## config.mk

```make
export PLATFORM = sky130hd
export DESIGN_NAME = m_bpred_btb
export DESIGN_NICKNAME = d
export VERILOG_FILES = /design/src/rtl/m_bpred_btb.sv
export SDC_FILE = /design/constraint.sdc
export NUM_CORES = 1
export LEC_CHECK = 0
export ABC_CLOCK_PERIOD_IN_PS = 4200
export CAP_MARGIN = 10
export CORE_UTILIZATION = 25
export DETAILED_ROUTE_END_ITERATION = 12
export SYNTH_ARGS = -nofsm -noshare
export SYNTH_HDL_FRONTEND = slang
export SYNTH_SLANG_ARGS = --single-unit
```

## constraint.sdc

```tcl
create_clock -name w_clk -period 4.2 [get_ports w_clk]
set_input_delay 0.84 -clock w_clk [delete_from_list [all_inputs] [get_ports w_clk]]
set_output_delay 0.84 -clock w_clk [all_outputs]
set_load 0.02 [all_outputs]
```

## src/rtl/m_bpred_btb.sv

```systemverilog
// Direct-mapped branch target buffer with 2-bit saturating counters.
// Lookup is purely combinational from stored state; updates land on the
// rising edge, so a same-cycle lookup never sees the update (no bypass).
module m_bpred_btb #(
    parameter int unsigned XLEN    = 32,
    parameter int unsigned ENTRIES = 16,
    parameter int unsigned TAG_W   = 8,
    parameter int unsigned CNT_W   = 16
) (
    input  logic             w_clk,
    input  logic             w_rst_n,
    input  logic [XLEN-1:0]  w_pc,
    input  logic             w_lk_en,
    output logic             w_hit,
    output logic             w_pred_taken,
    output logic [XLEN-1:0]  w_npc,
    input  logic             w_upd_en,
    input  logic [XLEN-1:0]  w_upd_pc,
    input  logic             w_upd_taken,
    input  logic [XLEN-1:0]  w_upd_tgt,
    input  logic             w_upd_miss,
    output logic [CNT_W-1:0] r_lookups,
    output logic [CNT_W-1:0] r_mispreds
);

    localparam int unsigned IDX_W = $clog2(ENTRIES);

    logic             valid_q [ENTRIES];
    logic [TAG_W-1:0] tag_q   [ENTRIES];
    logic [XLEN-1:0]  tgt_q   [ENTRIES];
    logic [1:0]       ctr_q   [ENTRIES];

    logic [CNT_W-1:0] lookups_q;
    logic [CNT_W-1:0] mispreds_q;

    logic [IDX_W-1:0] lk_idx;
    logic [TAG_W-1:0] lk_tag;
    logic [IDX_W-1:0] upd_idx;
    logic [TAG_W-1:0] upd_tag;
    logic             upd_hit;
    logic             upd_we;
    logic [1:0]       upd_ctr;
    logic [1:0]       ctr_d;

    // Only the index/tag bits of the PCs matter; the rest are intentionally ignored.
    logic unused_pc_bits;
    assign unused_pc_bits = ^{w_pc, w_upd_pc};

    assign lk_idx  = w_pc[IDX_W+1:2];
    assign lk_tag  = w_pc[IDX_W+TAG_W+1:IDX_W+2];
    assign upd_idx = w_upd_pc[IDX_W+1:2];
    assign upd_tag = w_upd_pc[IDX_W+TAG_W+1:IDX_W+2];

    // Combinational lookup: hit, direction and next fetch PC.
    always_comb begin
        w_hit        = valid_q[lk_idx] && (tag_q[lk_idx] == lk_tag);
        w_pred_taken = w_hit && ctr_q[lk_idx][1];
        w_npc        = w_pred_taken ? tgt_q[lk_idx] : (w_pc + XLEN'(4));
    end

    // Update decode: train on a hit, allocate only on a taken miss.
    always_comb begin
        upd_hit = valid_q[upd_idx] && (tag_q[upd_idx] == upd_tag);
        upd_we  = w_upd_en && (upd_hit || w_upd_taken);
        upd_ctr = ctr_q[upd_idx];
        if (!upd_hit) begin
            ctr_d = 2'b10;
        end else if (w_upd_taken) begin
            ctr_d = (upd_ctr == 2'b11) ? upd_ctr : upd_ctr + 2'd1;
        end else begin
            ctr_d = (upd_ctr == 2'b00) ? upd_ctr : upd_ctr - 2'd1;
        end
    end

    // BTB storage: reset to empty with weak-not-taken counters.
    always_ff @(posedge w_clk or negedge w_rst_n) begin
        if (!w_rst_n) begin
            for (int unsigned i = 0; i < ENTRIES; i++) begin
                valid_q[i] <= 1'b0;
                tag_q[i]   <= '0;
                tgt_q[i]   <= '0;
                ctr_q[i]   <= 2'b01;
            end
        end else if (upd_we) begin
            valid_q[upd_idx] <= 1'b1;
            tag_q[upd_idx]   <= upd_tag;
            ctr_q[upd_idx]   <= ctr_d;
            if (w_upd_taken) begin
                tgt_q[upd_idx] <= w_upd_tgt;
            end
        end
    end

    // Saturating performance counters.
    always_ff @(posedge w_clk or negedge w_rst_n) begin
        if (!w_rst_n) begin
            lookups_q  <= '0;
            mispreds_q <= '0;
        end else begin
            if (w_lk_en && (lookups_q != '1)) begin
                lookups_q <= lookups_q + CNT_W'(1);
            end
            if (w_upd_en && w_upd_miss && (mispreds_q != '1)) begin
                mispreds_q <= mispreds_q + CNT_W'(1);
            end
        end
    end

    assign r_lookups  = lookups_q;
    assign r_mispreds = mispreds_q;

endmodule
```

# After elaboration in Yosys (flattened, before gate mapping)
# Cells that the tools add are included.
[classes] addsub=5 n_mul=0 div=0 n_lt_le_gt_ge=3 eq_ne=5 shifts=0 n_mux=37 n_bitwise=3 n_reduce_logical=11
[op_table] cell="$bwmux W512" count=1
[op_table] cell="$bmux W32 S4" count=1
[op_table] cell="$bwmux W128" count=1
[op_table] cell="$demux W32 S4" count=1
[op_table] cell="$mux W32" count=4
[op_table] cell="$bmux W8 S4" count=2
[op_table] cell="$mux W8" count=5
[op_table] cell="$add A16 B1 Y16 const B" count=2
[op_table] cell="$add A32 B3 Y32 const B" count=1
[op_table] cell="$bwmux W32" count=1
[op_table] cell="$demux W8 S4" count=1
[op_table] cell="$ne A16 B16 Y1 const B" count=2
[op_table] cell="$mux W2" count=9
[op_table] cell="$bmux W2 S4" count=2
[op_table] cell="$eq A8 B8 Y1" count=2
[op_table] cell="$or A16 B16 Y16" count=1
[op_table] cell="$ge A5 B5 Y1 const B" count=2
[op_table] cell="$not A4 Y5" count=2
[op_table] cell="$bmux W1 S4" count=2
[op_table] cell="$demux W2 S4" count=1
[op_table] cell="$logic_and A1 B1 Y1" count=8
[op_table] cell="$lt A5 B1 Y1 const B" count=1
[op_table] cell="$mux W1" count=5
[op_table] cell="$demux W1 S4" count=1
[op_table] cell="other kinds (6)" count=6
[word_totals] register_bits=720 latchBits=0 ram_bits=0 rom_bits=0 inputBits=102 word_cells=130 n_memories=0

# Depth between registers and ports, before layout
[depth] depth_word=9 ltp_mapped=14 ltp_nobuf=8

# Worst setup path before layout
# OpenSTA, ideal clock, no wires.
[synth_path] kind="input to output" startpoint="in w_pc[2]" endpoint="out w_npc[2]" arrival_time_ps=4046 path_slack_ps=-686 path_stages=12 n_path_buf=4 cell_sequence="buf_2 -> buf_4 -> buf_4 -> mux4_2 -> mux2i_1 -> nor2_1 -> o22ai_1 -> nand3_1 -> nor4_1 -> nand2_1 -> buf_1 -> mux2i_1"
[synth_between] elab_chain_cells=8 word_cells_on_any_way=18
[synth_lines] item="start, declared" line="12" source="input logic [XLEN-1:0] w_pc,"
[synth_lines] item="$not A4 Y5 (not written as such) (*)" line="56" source="w_hit = valid_q[lk_idx] && (tag_q[lk_idx] == lk_tag);"
[synth_lines] item="$bmux W8 S4" line="56"
[synth_lines] item="$mux W8 (not written as such) (2 in a row)" line="56"
[synth_lines] item="$eq A8 B8 Y1" line="56"
[synth_lines] item="$logic_and A1 B1 Y1 (*)" line="56"
[synth_lines] item="via w_hit" line="14" source="output logic w_hit,"
[synth_lines] item="$logic_and A1 B1 Y1 (*)" line="57" source="w_pred_taken = w_hit && ctr_q[lk_idx][1];"
[synth_lines] item="$mux W32 (*)" line="58" source="w_npc = w_pred_taken ? tgt_q[lk_idx] : (w_pc + XLEN'(4));"
[synth_lines] item="end, declared" line="16" source="output logic [XLEN-1:0] w_npc,"
# The timed path passes the listed nets; every way through them passes the cells marked *. The select of a mux whose other input is x is not followed.

# Worst setup path after layout
[layout_path] startpoint="in w_pc[3]" endpoint="out w_npc[4]"
[layout_between] elab_chain_cells=8 word_cells_on_any_way=18
[layout_lines] item="$not A4 Y5 (not written as such)" line="56, 57, 58"
[layout_lines] item="$bmux W8 S4" line="56"
[layout_lines] item="$mux W8 (not written as such) (2 in a row)" line="56"
[layout_lines] item="$eq A8 B8 Y1" line="56"
[layout_lines] item="$logic_and A1 B1 Y1" line="56"
[layout_lines] item="$logic_and A1 B1 Y1" line="57"
[layout_lines] item="$mux W32 (*)" line="58"
# Mark *: on every way between the ends. The rest lies on a longest branch, timed or not. The select of a mux whose other input is x is not followed.

==> impl_metrics.json <==
{
  "die_width_um": 378.0,
  "gp_congestion": 0.9350,
  "fin_skew_ns": 0.02190,
  "synth.most_common_cell": "nand2_1",
  "grt_overflow_total": 0,
  "yosys.area.top_type": "dfrtp_1",
  "hold_viol": 0,
  "synth_fp_nets": 3481,
  "cts.reportedPaths.clkPinSlew_ns": 0.07,
  "wl_mm": 130.4,
  "core-area_um2": 139900,
  "fin_cells": 5520,
  "row_count": 137,
  "synth_edf_count": 0,
  "cpPeakStageDelay_ns": 0.52,
  "drtAntennaViolNets": 0,
  "cts-root-buf": "clkbuf_16",
  "cp_max_fo": 6,
  "start_util_pct": 25.27,
  "synth.distinct_cells": 53,
  "postPlaceCellArea_um2": 40470,
  "power.leakage_nw": 20.07,
  "die-area_um2": 142900,
  "grt_max_degree": 172,
  "slowest_stage": "mux4_2",
  "slew_headroom_pct": 31.83,
  "synth_area_um2": 35350,
  "worst_pin_slew_ns": 1.023,
  "port_buffers": 147,
  "synth_area_per_cell_um2": 10.47,
  "area_growth_pct": 22.70,
  "synthCells": 3376,
  "setup_viol_count_final": 32,
  "crit_chain": "clkbuf_16 -> buf_8 -> mux4_2 -> mux4_2 -> xnor2_2 -> nand2_2 -> nor4_4 -> nand2_4 -> buf_12 -> buf_8 -> mux2_4 -> buf_6",
  "ys.flop_type": "dfrtp_1",
  "critical_path_buf_inv_count": 5,
  "period_share_pct": 110.4,
  "htreeDepth": 3,
  "finalNetCount": 3687,
  "die_y_um": 378.0,
  "status": "finished, violations left",
  "drive_above_1_share_pct": 21.91,
  "post_drt_wl_per_cell_um": 23.62,
  "max_freq_mhz": 215.6,
  "cp-start-kind": "input port",
  "fillCellCount": 14250,
  "end_kind": "output pin",
  "cts_tree": "done",
  "violations": "setup timing",
  "drc": 0,
  "vias_per_cell": 5.089,
  "cts_buffers": 78,
  "antenna_found_initial": 12,
  "maxCapViolCount": 0,
  "synth_common_cells": "nand2_1, dfrtp_1, mux4_2",
  "path_class": "in -> out",
  "worstSkewPairLatency_ns": 0.68,
  "ir_drop_v": 0.0002690,
  "worstPathRequired_ns": 3.36,
  "pwr_density_cell_nw_per_um2": 460.1,
  "holdBufCountCts": 0,
  "grt_pass1_wl_mm": 192.6,
  "worst_slack_ns": -0.4380,
  "yosysWarnings": 0,
  "period_needed_ns": 4.638,
  "drt-initial-drc-count": 3514,
  "dp_hpwl_mm": 81.26,
  "clk_path_buf_depth": 3,
  "critical_path.top_delay_family": "multiplexers",
  "cts.sinks": 720,
  "ios": 168,
  "dp.cells": 5364,
  "drv_slew": 0,
  "async_reset_ff_share_pct": 100.0,
  "rsz0062_at_grt": "yes",
  "grt_pass1_vias": 28260,
  "grt_usage_pct": 18.23,
  "via_count": 28090,
  "reg2reg_slack_ns": 0.96,
  "yosysSeqAreaShare_pct": 51.03,
  "synthTopCellsByArea": "dfrtp_1, nand2_1, mux4_2",
  "synth-seq-cells": 720,
  "firstDrtPassIters": 6,
  "hold_path.class": "in -> async",
  "fin_area_um2": 43370,
  "netlist.area_leader.share_pct": 49.84,
  "arrival_ns": 3.80
}
[logic make-up after synthesis]
group                    after synthesis  share of synthesized area (%)
AO/OA/AOI/OAI                        244                          6.279
XOR/XNOR                              77                          1.908
adder cells (fa/ha/maj)                4                         0.1345
buffers and inverters                270                          3.164
flip-flops                           720                          51.03
multiplexers                         357                          18.40
AND/OR/NAND/NOR                     1704                          19.09
[through the flow]
step	util (%)	TNS [ns]	setup slack, ns	power [W]	hold slack [ns]
CTS	30.94	-12.03	-0.4824	0.02006	0.002500
detailed placement	28.93	-25.38	-0.7737	0.01271	0.4572
floorplan	-	0	0.003514	0.01130	0.4403
finish	31.01	-10.62	-0.4380	0.01996	0.03399
global placement	28.93	-23.22	-0.7771	0.01258	0.4521
global route	31.01	-13.63	-0.5153	0.02084	0.03791
[power breakdown]
part | switching [W] | internal (W)
Clock | 0.00309 | 0.00421
Combinational | 0.00171 | 0.00191
Sequential | 0.000828 | 0.00821
[registers in the layout (all words and copies together) (netlist names)]
register,cells
ctr_q,32
r_mispreds,16
r_lookups,16
tgt_q,512
valid_q,16
tag_q,128
[area by class of cell]
class,count,area [um2],area share [%]
sequential,720,18040,41.59
multi-input combinational,2386,16460,37.95
timing repair buffer,386,3827,8.824
tap,1876,2347,5.412
clock buffer,103,2157,4.973
clock inverter,37,500.5,1.154
inverter,10,37.54,0.08654
antenna,2,5.005,0.01154
[final timing paths]
check                                to       start  cells after the start
max                            w_npc[4]     w_pc[3]                     12
min                        r_lookups[0]     w_rst_n                      1
max reg2reg                   tag_q[35]   tag_q[47]                      8
min reg2reg                  tgt_q[134]  tgt_q[134]                      2
max in group asynchronous    tgt_q[467]     w_rst_n                      3
min in group w_clk           tgt_q[134]  tgt_q[134]                      2
[repair_timing]
item	CTS	global route
pin swaps	3	5
buffers inserted	8	7
endpoints found under the setup margin	34	34
gates cloned	2	0
gates resized for setup	146	46
[placed cells by master, fill, tap and decap left out, types with 14 or more instances in the layout]
master,synthesis,final
buf_6,3,25
buf_4,10,195
nand4_1,14,14
nand2_1,1527,1513
xor2_1,14,14
o21ai_0,19,18
mux2i_1,58,57
nand2b_1,15,15
clkdlybuf4s50_1,0,106
a31o_2,16,16
a32o_1,128,128
o21a_1,17,17
xnor2_1,63,61
nand3_1,41,36
clkbuf_16,0,80
nor2_1,52,39
dfrtp_1,704,704
dfstp_2,16,16
mux4_2,227,227
buf_12,0,44
a311o_1,16,16
mux2_2,72,60
clkbuf_1,197,15
clkinv_2,0,16
[per-layer routing]
metal	wire, um	global-route usage [%]	vias up	part of all wire (%)
li1	-	-	11980	-
met1	53230	23.86	14470	41
met2	60610	28.92	1340	46
met3	11660	4.260	288	8.9
met4	4777	7.371	14	3.7
met5	95	0	-	0.073
No activity file was read; power rests on OpenSTA's default activity.
